$ cat src/rtl/fp_pkg.sv
// Shared definitions for the single-precision FP datapath blocks.
package fp_pkg;

    localparam int XLEN  = 32;
    localparam int EXP_W = 8;
    localparam int MAN_W = 23;
    localparam int BIAS  = 127;

    // Quotient width: implicit one, the stored fraction, and one extra bit.
    // The extra bit lets a quotient below 1.0 still fill the fraction.
    localparam int QUOT_W = MAN_W + 2;

    localparam logic [XLEN-1:0]  QNAN    = 32'h7FC00000;
    localparam logic [XLEN-1:0]  POS_INF = 32'h7F800000;
    localparam logic [EXP_W-1:0] EXP_MAX = 8'hFF;

    typedef enum logic [1:0] {
        S_IDLE,
        S_DIVIDE,
        S_NORM,
        S_DONE
    } div_state_t;

    typedef struct packed {
        logic is_zero;
        logic is_inf;
        logic is_nan;
        logic is_norm;
    } fp_class_t;

endpackage

$ cat src/rtl/fp_classify.sv
// Combinational operand decode into zero/inf/NaN/normal classes.
// Subnormals are treated as zero.
// The sign is not needed for classification, so only the magnitude is passed in.
module fp_classify
    import fp_pkg::*;
(
    input  logic [XLEN-2:0] mag,
    output fp_class_t       cls
);

    logic [EXP_W-1:0] exp_f;
    logic             man_nz;

    // Classify purely on exponent and nonzero fraction.
    always_comb begin
        exp_f       = mag[XLEN-2 -: EXP_W];
        man_nz      = |mag[MAN_W-1:0];
        cls.is_zero = (exp_f == '0);
        cls.is_inf  = (exp_f == EXP_MAX) && !man_nz;
        cls.is_nan  = (exp_f == EXP_MAX) && man_nz;
        cls.is_norm = (exp_f != '0) && (exp_f != EXP_MAX);
    end

endmodule

$ cat src/rtl/fp_div_seq.sv
// Iterative single-precision divider using restoring division.
// It produces one quotient bit per clock.
// Valid/ready handshakes are used on the input side and the output side.
module fp_div_seq
    import fp_pkg::*;
(
    input  logic            clk,
    input  logic            rst_n,
    input  logic            in_valid,
    output logic            in_ready,
    input  logic [XLEN-1:0] in1,
    input  logic [XLEN-1:0] in2,
    output logic            out_valid,
    input  logic            out_ready,
    output logic [XLEN-1:0] result,
    output logic            overflow,
    output logic            underflow,
    output logic            div_by_zero,
    output logic            invalid
);

    localparam int EXT_W = EXP_W + 2;
    localparam logic signed [EXT_W-1:0] BIAS_EXT = EXT_W'(BIAS);
    localparam logic signed [EXT_W-1:0] EXP_LIMIT = {2'b00, EXP_MAX};

    div_state_t state, next_state;
    fp_class_t  cls_a, cls_b;

    logic                    accept;
    logic                    sign_x;
    logic                    special;
    logic                    special_invalid;
    logic                    special_dbz;
    logic [XLEN-1:0]         special_result;
    logic signed [EXT_W-1:0] exp_in;

    logic                    sign_q;
    logic signed [EXT_W-1:0] exp_q;
    logic [MAN_W+2:0]        rem;
    logic [MAN_W:0]          divisor;
    logic [QUOT_W-1:0]       quot;
    logic [4:0]              cnt;

    logic [MAN_W+2:0]        diff;
    logic                    rem_ge;
    logic signed [EXT_W-1:0] norm_exp;
    logic [MAN_W-1:0]        norm_man;

    fp_classify u_cls_a (.mag(in1[XLEN-2:0]), .cls(cls_a));
    fp_classify u_cls_b (.mag(in2[XLEN-2:0]), .cls(cls_b));

    assign in_ready  = (state == S_IDLE);
    assign out_valid = (state == S_DONE);
    assign accept    = in_valid && in_ready;

    // Resolve special operands by precedence.
    // The first matching case decides the result and the flags.
    always_comb begin
        sign_x          = in1[XLEN-1] ^ in2[XLEN-1];
        special         = 1'b1;
        special_result  = QNAN;
        special_invalid = 1'b1;
        special_dbz     = 1'b0;
        exp_in = $signed({2'b00, in1[XLEN-2 -: EXP_W]})
               - $signed({2'b00, in2[XLEN-2 -: EXP_W]}) + BIAS_EXT;
        if (cls_a.is_nan || cls_b.is_nan) begin
            special = 1'b1;
        end else if ((cls_a.is_zero && cls_b.is_zero) || (cls_a.is_inf && cls_b.is_inf)) begin
            special = 1'b1;
        end else if (cls_b.is_zero && !cls_a.is_inf) begin
            special_result  = POS_INF | {sign_x, {(XLEN-1){1'b0}}};
            special_invalid = 1'b0;
            special_dbz     = 1'b1;
        end else if (cls_a.is_inf) begin
            special_result  = POS_INF | {sign_x, {(XLEN-1){1'b0}}};
            special_invalid = 1'b0;
        end else if (cls_a.is_zero || cls_b.is_inf) begin
            special_result  = '0;
            special_invalid = 1'b0;
        end else begin
            special         = !(cls_a.is_norm && cls_b.is_norm);
            special_invalid = 1'b0;
        end
    end

    // Run one restoring step and prepare normalisation of the quotient.
    always_comb begin
        diff   = rem - {2'b00, divisor};
        rem_ge = (rem >= {2'b00, divisor});
        if (quot[QUOT_W-1]) begin
            norm_man = quot[MAN_W:1];
            norm_exp = exp_q;
        end else begin
            norm_man = quot[MAN_W-1:0];
            norm_exp = exp_q - EXT_W'(1);
        end
    end

    // State register.
    // An asynchronous reset aborts any operation in progress.
    always_ff @(posedge clk or negedge rst_n) begin
        if (!rst_n) state <= S_IDLE;
        else        state <= next_state;
    end

    // Compute the next state.
    // Specials skip the iteration entirely.
    always_comb begin
        next_state = state;
        case (state)
            S_IDLE:   if (accept) next_state = special ? S_DONE : S_DIVIDE;
            S_DIVIDE: if (cnt == 5'(QUOT_W - 1)) next_state = S_NORM;
            S_NORM:   next_state = S_DONE;
            S_DONE:   if (out_ready) next_state = S_IDLE;
            default:  next_state = S_IDLE;
        endcase
    end

    // Datapath: latch the operands, iterate the quotient, and pack the result.
    always_ff @(posedge clk or negedge rst_n) begin
        if (!rst_n) begin
            result      <= '0;
            overflow    <= 1'b0;
            underflow   <= 1'b0;
            div_by_zero <= 1'b0;
            invalid     <= 1'b0;
            sign_q      <= 1'b0;
            exp_q       <= '0;
            rem         <= '0;
            divisor     <= '0;
            quot        <= '0;
            cnt         <= '0;
        end else begin
            case (state)
                S_IDLE: begin
                    if (accept) begin
                        overflow    <= 1'b0;
                        underflow   <= 1'b0;
                        div_by_zero <= special_dbz;
                        invalid     <= special_invalid;
                        sign_q      <= sign_x;
                        exp_q       <= exp_in;
                        rem         <= {2'b01, in1[MAN_W-1:0]};
                        divisor     <= {1'b1, in2[MAN_W-1:0]};
                        quot        <= '0;
                        cnt         <= '0;
                        if (special) result <= special_result;
                    end
                end
                S_DIVIDE: begin
                    quot <= {quot[QUOT_W-2:0], rem_ge};
                    rem  <= rem_ge ? {diff[MAN_W+1:0], 1'b0} : {rem[MAN_W+1:0], 1'b0};
                    cnt  <= cnt + 5'd1;
                end
                S_NORM: begin
                    if (norm_exp >= EXP_LIMIT) begin
                        result   <= POS_INF | {sign_q, {(XLEN-1){1'b0}}};
                        overflow <= 1'b1;
                    end else if (norm_exp[EXT_W-1] || norm_exp == '0) begin
                        result    <= '0;
                        underflow <= 1'b1;
                    end else begin
                        result <= {sign_q, norm_exp[EXP_W-1:0], norm_man};
                    end
                end
                default: ;
            endcase
        end
    end

endmodule

$ cat config.mk
export PLATFORM = sky130hd
export DESIGN_NAME = fp_div_seq
export DESIGN_NICKNAME = d
export VERILOG_FILES = /design/src/rtl/fp_pkg.sv /design/src/rtl/fp_classify.sv /design/src/rtl/fp_div_seq.sv
export SDC_FILE = /design/constraint.sdc
export NUM_CORES = 1
export LEC_CHECK = 0
export CAP_MARGIN = 20
export CORE_ASPECT_RATIO = 1.2
export CORE_MARGIN = 4
export CORE_UTILIZATION = 50
export DETAILED_ROUTE_END_ITERATION = 10
export GPL_TIMING_DRIVEN = 1
export PLACE_DENSITY = 0.73
export SLEW_MARGIN = 20
export SYNTH_ARGS = -nofsm -noshare
export SYNTH_HDL_FRONTEND = slang
export SYNTH_HIERARCHICAL = 1
export SYNTH_SLANG_ARGS = --single-unit
$ cat constraint.sdc
create_clock -name clk -period 4.1 [get_ports clk]
set_input_delay 0.41 -clock clk [delete_from_list [all_inputs] [get_ports clk]]
set_output_delay 0.41 -clock clk [all_outputs]
set_load 0.1 [all_outputs]
Yosys cells after proc, flatten, opt, wreduce, memory -nomap -nowiden

Index checks and enable logic that the tools add are counted.

Register bits: 129
Input port bits: 68
Logic and storage cells: 110

$add $sub $neg: 5
Magnitude comparators: 2
Equal/unequal tests: 15
Multiplexer cells: 40
Bitwise gates (word level): 1
Reductions and logical operators: 35

Operator list:

| cell                                                                    | count |
|---|---|
| 32-bit 2-to-1 mux                                                       | 8 |
| 32-bit one-hot mux with 2 select lines                                  | 1 |
| 26-bit 2-to-1 mux                                                       | 2 |
| 26-bit one-hot mux with 2 select lines                                  | 1 |
| 25-bit one-hot mux with 2 select lines                                  | 1 |
| 23-bit OR reduction                                                     | 2 |
| 31-bit 2-to-1 mux                                                       | 1 |
| 26-bit by 24-bit >= comparator with 1-bit output                        | 1 |
| 25-bit 2-to-1 mux                                                       | 1 |
| 25-bit by 24-bit subtractor with 25-bit output                          | 1 |
| 23-bit 2-to-1 mux                                                       | 1 |
| 8-bit == test (second input constant)                                   | 2 |
| 8-bit logical NOT                                                       | 2 |
| 8-bit != test (second input constant)                                   | 2 |
| 8-bit nonzero test                                                      | 2 |
| 1-bit 2-to-1 mux                                                        | 14 |
| 1-bit logical AND                                                       | 11 |
| 9-bit by 8-bit adder with 10-bit output (second input constant)         | 1 |
| 10-bit by 9-bit >= comparator with 1-bit output (second input constant) | 1 |
| 10-bit logical NOT                                                      | 1 |
| 10-bit 2-to-1 mux                                                       | 1 |
| 5-bit one-hot mux with 2 select lines                                   | 1 |
| 10-bit by 2-bit subtractor with 10-bit output (second input constant)   | 1 |
| 3-bit AND reduction                                                     | 3 |
| 18 further kinds                                                        | 36 |

Logic depth before layout (Yosys ltp)

Depth in word-level cells: 12
Mapped depth: 13
Gate-level depth less buffers: 11

Modules after synthesis

The synthesis kept the hierarchy.

By module, submodules not included:

| module      | instances | cells each | area each (µm²) | seq. area each (µm²) |
|---|---|---|---|---|
| fp_div_seq  | 1         | 857        | 8029.0          | 3228.1 |
| fp_classify | 2         | 17         | 122.6           | 0.0 |

Worst setup path after synthesis

OpenSTA, ideal clock, no wires.

Path type: reg-to-reg
Start: register state[0]
End: register quot[24]
Setup time: 67 ps
Arrival: 2900 ps
Required time: 4033 ps
Slack: 1133 ps
Cell stages (with the launch flop): 11
Path buffers: 4
Clock period less this slack: 2967 ps
Path through: dfrtp_1 inv_1 ha_1 clkbuf_1 inv_1 nand2_1 and2_1 clkbuf_1 clkbuf_1 buf_1 a22o_1

Longest elaborated chain between the ends: 4
Elaborated cells on any way between the ends: 7
Classes of those cells: eq/ne (2); mux (1); reduce/logical (4)

Ends and longest elaborated chain:

| item                                               | line              | source |
|---|---|---|
| start, declared                                    | fp_div_seq.sv:26  | `div_state_t state, next_state;` |
| start signal, assigned                             | fp_div_seq.sv:103 | `else state <= next_state;` |
| 2-bit logical NOT *                                | fp_div_seq.sv:52  | `assign in_ready = (state == S_IDLE);` |
| named net in_ready                                 | fp_div_seq.sv:10  | `output logic in_ready,` |
| 1-bit logical AND                                  | fp_div_seq.sv:54  | `assign accept = in_valid && in_ready;` |
| 2-bit by 1-bit != test with 1-bit output (no line) | -                 |  |
| 2-bit AND reduction (no line)                      | -                 |  |
| end signal, assigned                               | fp_div_seq.sv:151 | `quot <= {quot[QUOT_W-2:0], rem_ge};` |
| end, declared                                      | fp_div_seq.sv:41  | `logic [QUOT_W-1:0] quot;` |

Mark *: on every way through the listed nets, which the timed path passes. The rest lies on a longest branch.
A chain may end at the register's enable or synchronous reset.

Final worst setup path

Start: register rem[17]
End: register rem[16]

Longest elaborated chain between the ends: 3

Ends and longest elaborated chain:

| item                                             | line              | source |
|---|---|---|
| start, declared                                  | fp_div_seq.sv:39  | `logic [MAN_W+2:0] rem;` |
| start signal, assigned                           | fp_div_seq.sv:143 | `rem <= {2'b01, in1[MAN_W-1:0]};` |
| start signal, assigned                           | fp_div_seq.sv:152 | `rem <= rem_ge ? {diff[MAN_W+1:0], 1'b0} : {rem[MAN_W+1:0], 1'b0};` |
| 26-bit by 24-bit >= comparator with 1-bit output | fp_div_seq.sv:89  | `rem_ge = (rem >= {2'b00, divisor});` |
| 26-bit 2-to-1 mux                                | fp_div_seq.sv:152 |  |
| 26-bit one-hot mux with 2 select lines           | fp_div_seq.sv:134 | `case (state)` |

Every way passes these cells.

==> results.cfg <==
[run_status]
status = finished clean

[floorplan]
num_rows = 51
chipWidth_um = 125
coreArea_mm2 = 0.0162
die-area_mm2 = 0.0187
ios = 106
fp.dieH_um = 149
initial_core_util_pct = 51.0

[yosys]
postSynth.asyncResetShare_pct = 100
syn-cell-area_mm2 = 0.00827
synthDistinctLibCells = 69
synth-warning-count = 6
netlist_instances = 891
synth_edf_count = 0
synth_area_per_cell_um2 = 9.29
ys_seq_elements = 129
synth_ff_type = dfrtp_1
syn-num-nets = 1001
ys_seq_area_share_pct = 39.0

[critical_path]
crit_type = reg2reg
crit_fanout = 14
crit_arrival_ps = 3570
start_kind = flip-flop
worstSetupEndpointType = flip-flop
cp.required_ps = 4410

[timing]
maxSlewViolCount = 0
setup_tns_ps = 0
finalCritPeriodShare_pct = 79.4
worst_slew_margin_rel_pct = 34.8
setup-violations-final = 0
fin_skew_ps = 7.72
fmax_mhz = 307
worst_pin_slew_ps = 975
hold_viol_final = 0
finalCriticalPeriod_ps = 3260
rsz0062_at_grt = no

[clock_network]
clk_path_buf_depth = 2
cts_root_buf = clkbuf_16
cts_buffers = 17
h-tree-depth = 4
clk_latency_ps = 430
cts_tree = done
cts_resized = 0
clock_sinks = 129
post_cts_buffers = 0
cts.clk_slew.worst_paths_ps = 60
hold_buffers = 0

[grt]
grt_util_all_layers_pct = 23.7
grt_pass1_vias = 7179
overflow = 0
grt_pass1_wl_um = 35600
antenna_found_initial = 0
grt_max_degree = 74

[layout]
n_antenna_cell = 0
fin_nets = 1097
area_growth_pct = 22.4
fill_cells = 1414
layout-drive-gt1-share_pct = 9.70
final_core_util_pct = 62.5

[detailed_routing]
first_iter_violations = 570
drc = 0
wl_per_cell_um = 18.0
vias = 7215
dr.pass1.iters = 5
routed_wl_um = 21800
ant_nets = 0
viasPerCell = 5.95

[placed_design]
post-dp-hpwl_um = 16600
gp_congestion = 0.988
portBuffers = 105

[pwr]
power_mw = 9.25
leakage_nw = 4.28
powerDensity_mw_per_mm2 = 913
ir_worst_vdd_mv = 0.446

[job]
maxCapViolations = 0

[worst_hold_path]
hp-class = in2async
-- power breakdown --
part / switching [mW] / internal (mW) / total, mW
Clock: 0.612 / 0.924 / 1.54
Sequential: 0.428 / 1.75 / 2.18
Combinational: 3.38 / 2.15 / 5.53
-- worst paths after layout --
| check | end | cells after the start | start | slack, ps |
|---|---|---|---|---|
| setup / recovery | rem[16] | 9 | rem[17] | 840 |
| hold / removal | result[10] | 1 | rst_n | 110 |
| setup reg to reg | rem[16] | 9 | rem[17] | 840 |
| hold reg to reg | divisor[23] | 2 | divisor[23] | 460 |
| max in group asynchronous | rem[7] | 2 | rst_n | 3080 |
| min in group clk | divisor[23] | 2 | divisor[23] | 460 |
-- synthesized netlist by cell type (9+ instances only) --
cell / number / area (um2)
dfrtp_1: 129 / 3230
xor2_1: 17 / 149
o211ai_1: 9 / 67.6
o21ai_0: 73 / 365
xnor2_1: 21 / 184
and2_1: 9 / 56.3
o21a_1: 10 / 75.1
nand4_1: 15 / 93.8
clkbuf_1: 33 / 124
a21oi_1: 40 / 200
ha_1: 40 / 500
a22o_1: 30 / 263
buf_2: 9 / 45.0
and3_1: 9 / 56.3
nor3_1: 27 / 135
nand3_1: 12 / 60.1
a22oi_1: 11 / 82.6
mux2_2: 27 / 304
a21o_1: 9 / 67.6
inv_1: 56 / 210
mux2i_1: 35 / 350
o31ai_1: 10 / 75.1
nand2_1: 81 / 304
nor2b_1: 9 / 56.3
nor2_1: 43 / 161
nor4_1: 16 / 100
-- cell families after synthesis --
group                      count (synthesis)  synth area share [%]
AOI/OAI and AO/OA                        261                  21.7
and+or+nand+nor                          259                  16.1
DFF                                      129                  39.0
buffers and inverters                    100                  4.67
muxes                                     62                  7.91
adders and majority gates                 42                  6.53
xor gates and xnor gates                  38                  4.02
-- final cells by class --
type	count	area (um2)	area share (%)
clock buffers	19	443	4.37
clock inverters	13	151	1.49
inverters	56	210	2.08
multi-input cells	662	4670	46.1
flip-flops and latches	129	3230	31.9
well taps	212	265	2.62
repair buffers	121	1170	11.5
-- through the flow --
stage | cells | setup slack, ps | hold slack (ps) | area [um2]
after floorplan | 891 | 1130 | 114 | 8270
after global placement | 1180 | 671 | 443 | 9540
after detailed placement | 1180 | 511 | 447 | 9540
after CTS | 1212 | 874 | 142 | 10100
after global routing | 1212 | 698 | 182 | 10100
final | 1212 | 843 | 110 | 10100
-- worst max-delay path, stage by stage (launching register included) --
cell and delay (ps):
dfrtp_1 420, ha_1 450, and3_1 390, nand2_1 120, a221oi_1 280, o211ai_1 190, a21o_1 400, buf_4 310
and2_1 200, a221o_1 350
-- per-layer routing --
metal  vias to the layer above  routed length, um  track usage, %
met5                         -                  0               0
met2                       260              10400            38.7
li1                       3472                  -               -
met3                        54               1220            4.30
met4                         0                809            11.0
met1                      3429               9380            30.6
-- sequential cells by signal, summed over array words and instances, names as in the netlist --
register and cells:
cnt 5, div_by_zero 1, divisor 24, exp_q 10
invalid 1, overflow 1, quot 25, rem 26
result 32, sign_q 1, state 2, underflow 1
-- placed cells by master (no fill, tap or decap), types with 4 or more instances in the layout --
master | synthesis | routed
a211oi_1 | 6 | 6
a21o_1 | 9 | 9
a21oi_1 | 40 | 39
a221o_1 | 4 | 4
a22o_1 | 30 | 30
a22oi_1 | 11 | 11
a31oi_1 | 7 | 7
and2_1 | 9 | 9
and3_1 | 9 | 9
buf_4 | 0 | 18
clkbuf_16 | 0 | 17
clkdlybuf4s50_1 | 0 | 103
dfrtp_1 | 129 | 129
ha_1 | 40 | 40
inv_1 | 56 | 56
inv_6 | 0 | 5
mux2_2 | 27 | 27
mux2i_1 | 35 | 35
nand2_1 | 81 | 80
nand2b_1 | 7 | 7
nand3_1 | 12 | 12
nand4_1 | 15 | 15
nor2_1 | 43 | 43
nor2b_1 | 9 | 9
nor3_1 | 27 | 27
nor4_1 | 16 | 16
o211ai_1 | 9 | 9
o21a_1 | 10 | 10
o21ai_0 | 73 | 73
o22a_1 | 8 | 8
o22ai_1 | 6 | 6
o2bb2ai_1 | 4 | 4
o31ai_1 | 10 | 10
or3_1 | 8 | 8
or4_4 | 4 | 4
xnor2_1 | 21 | 21
xor2_1 | 17 | 17
(Power assumes the default switching activity.)
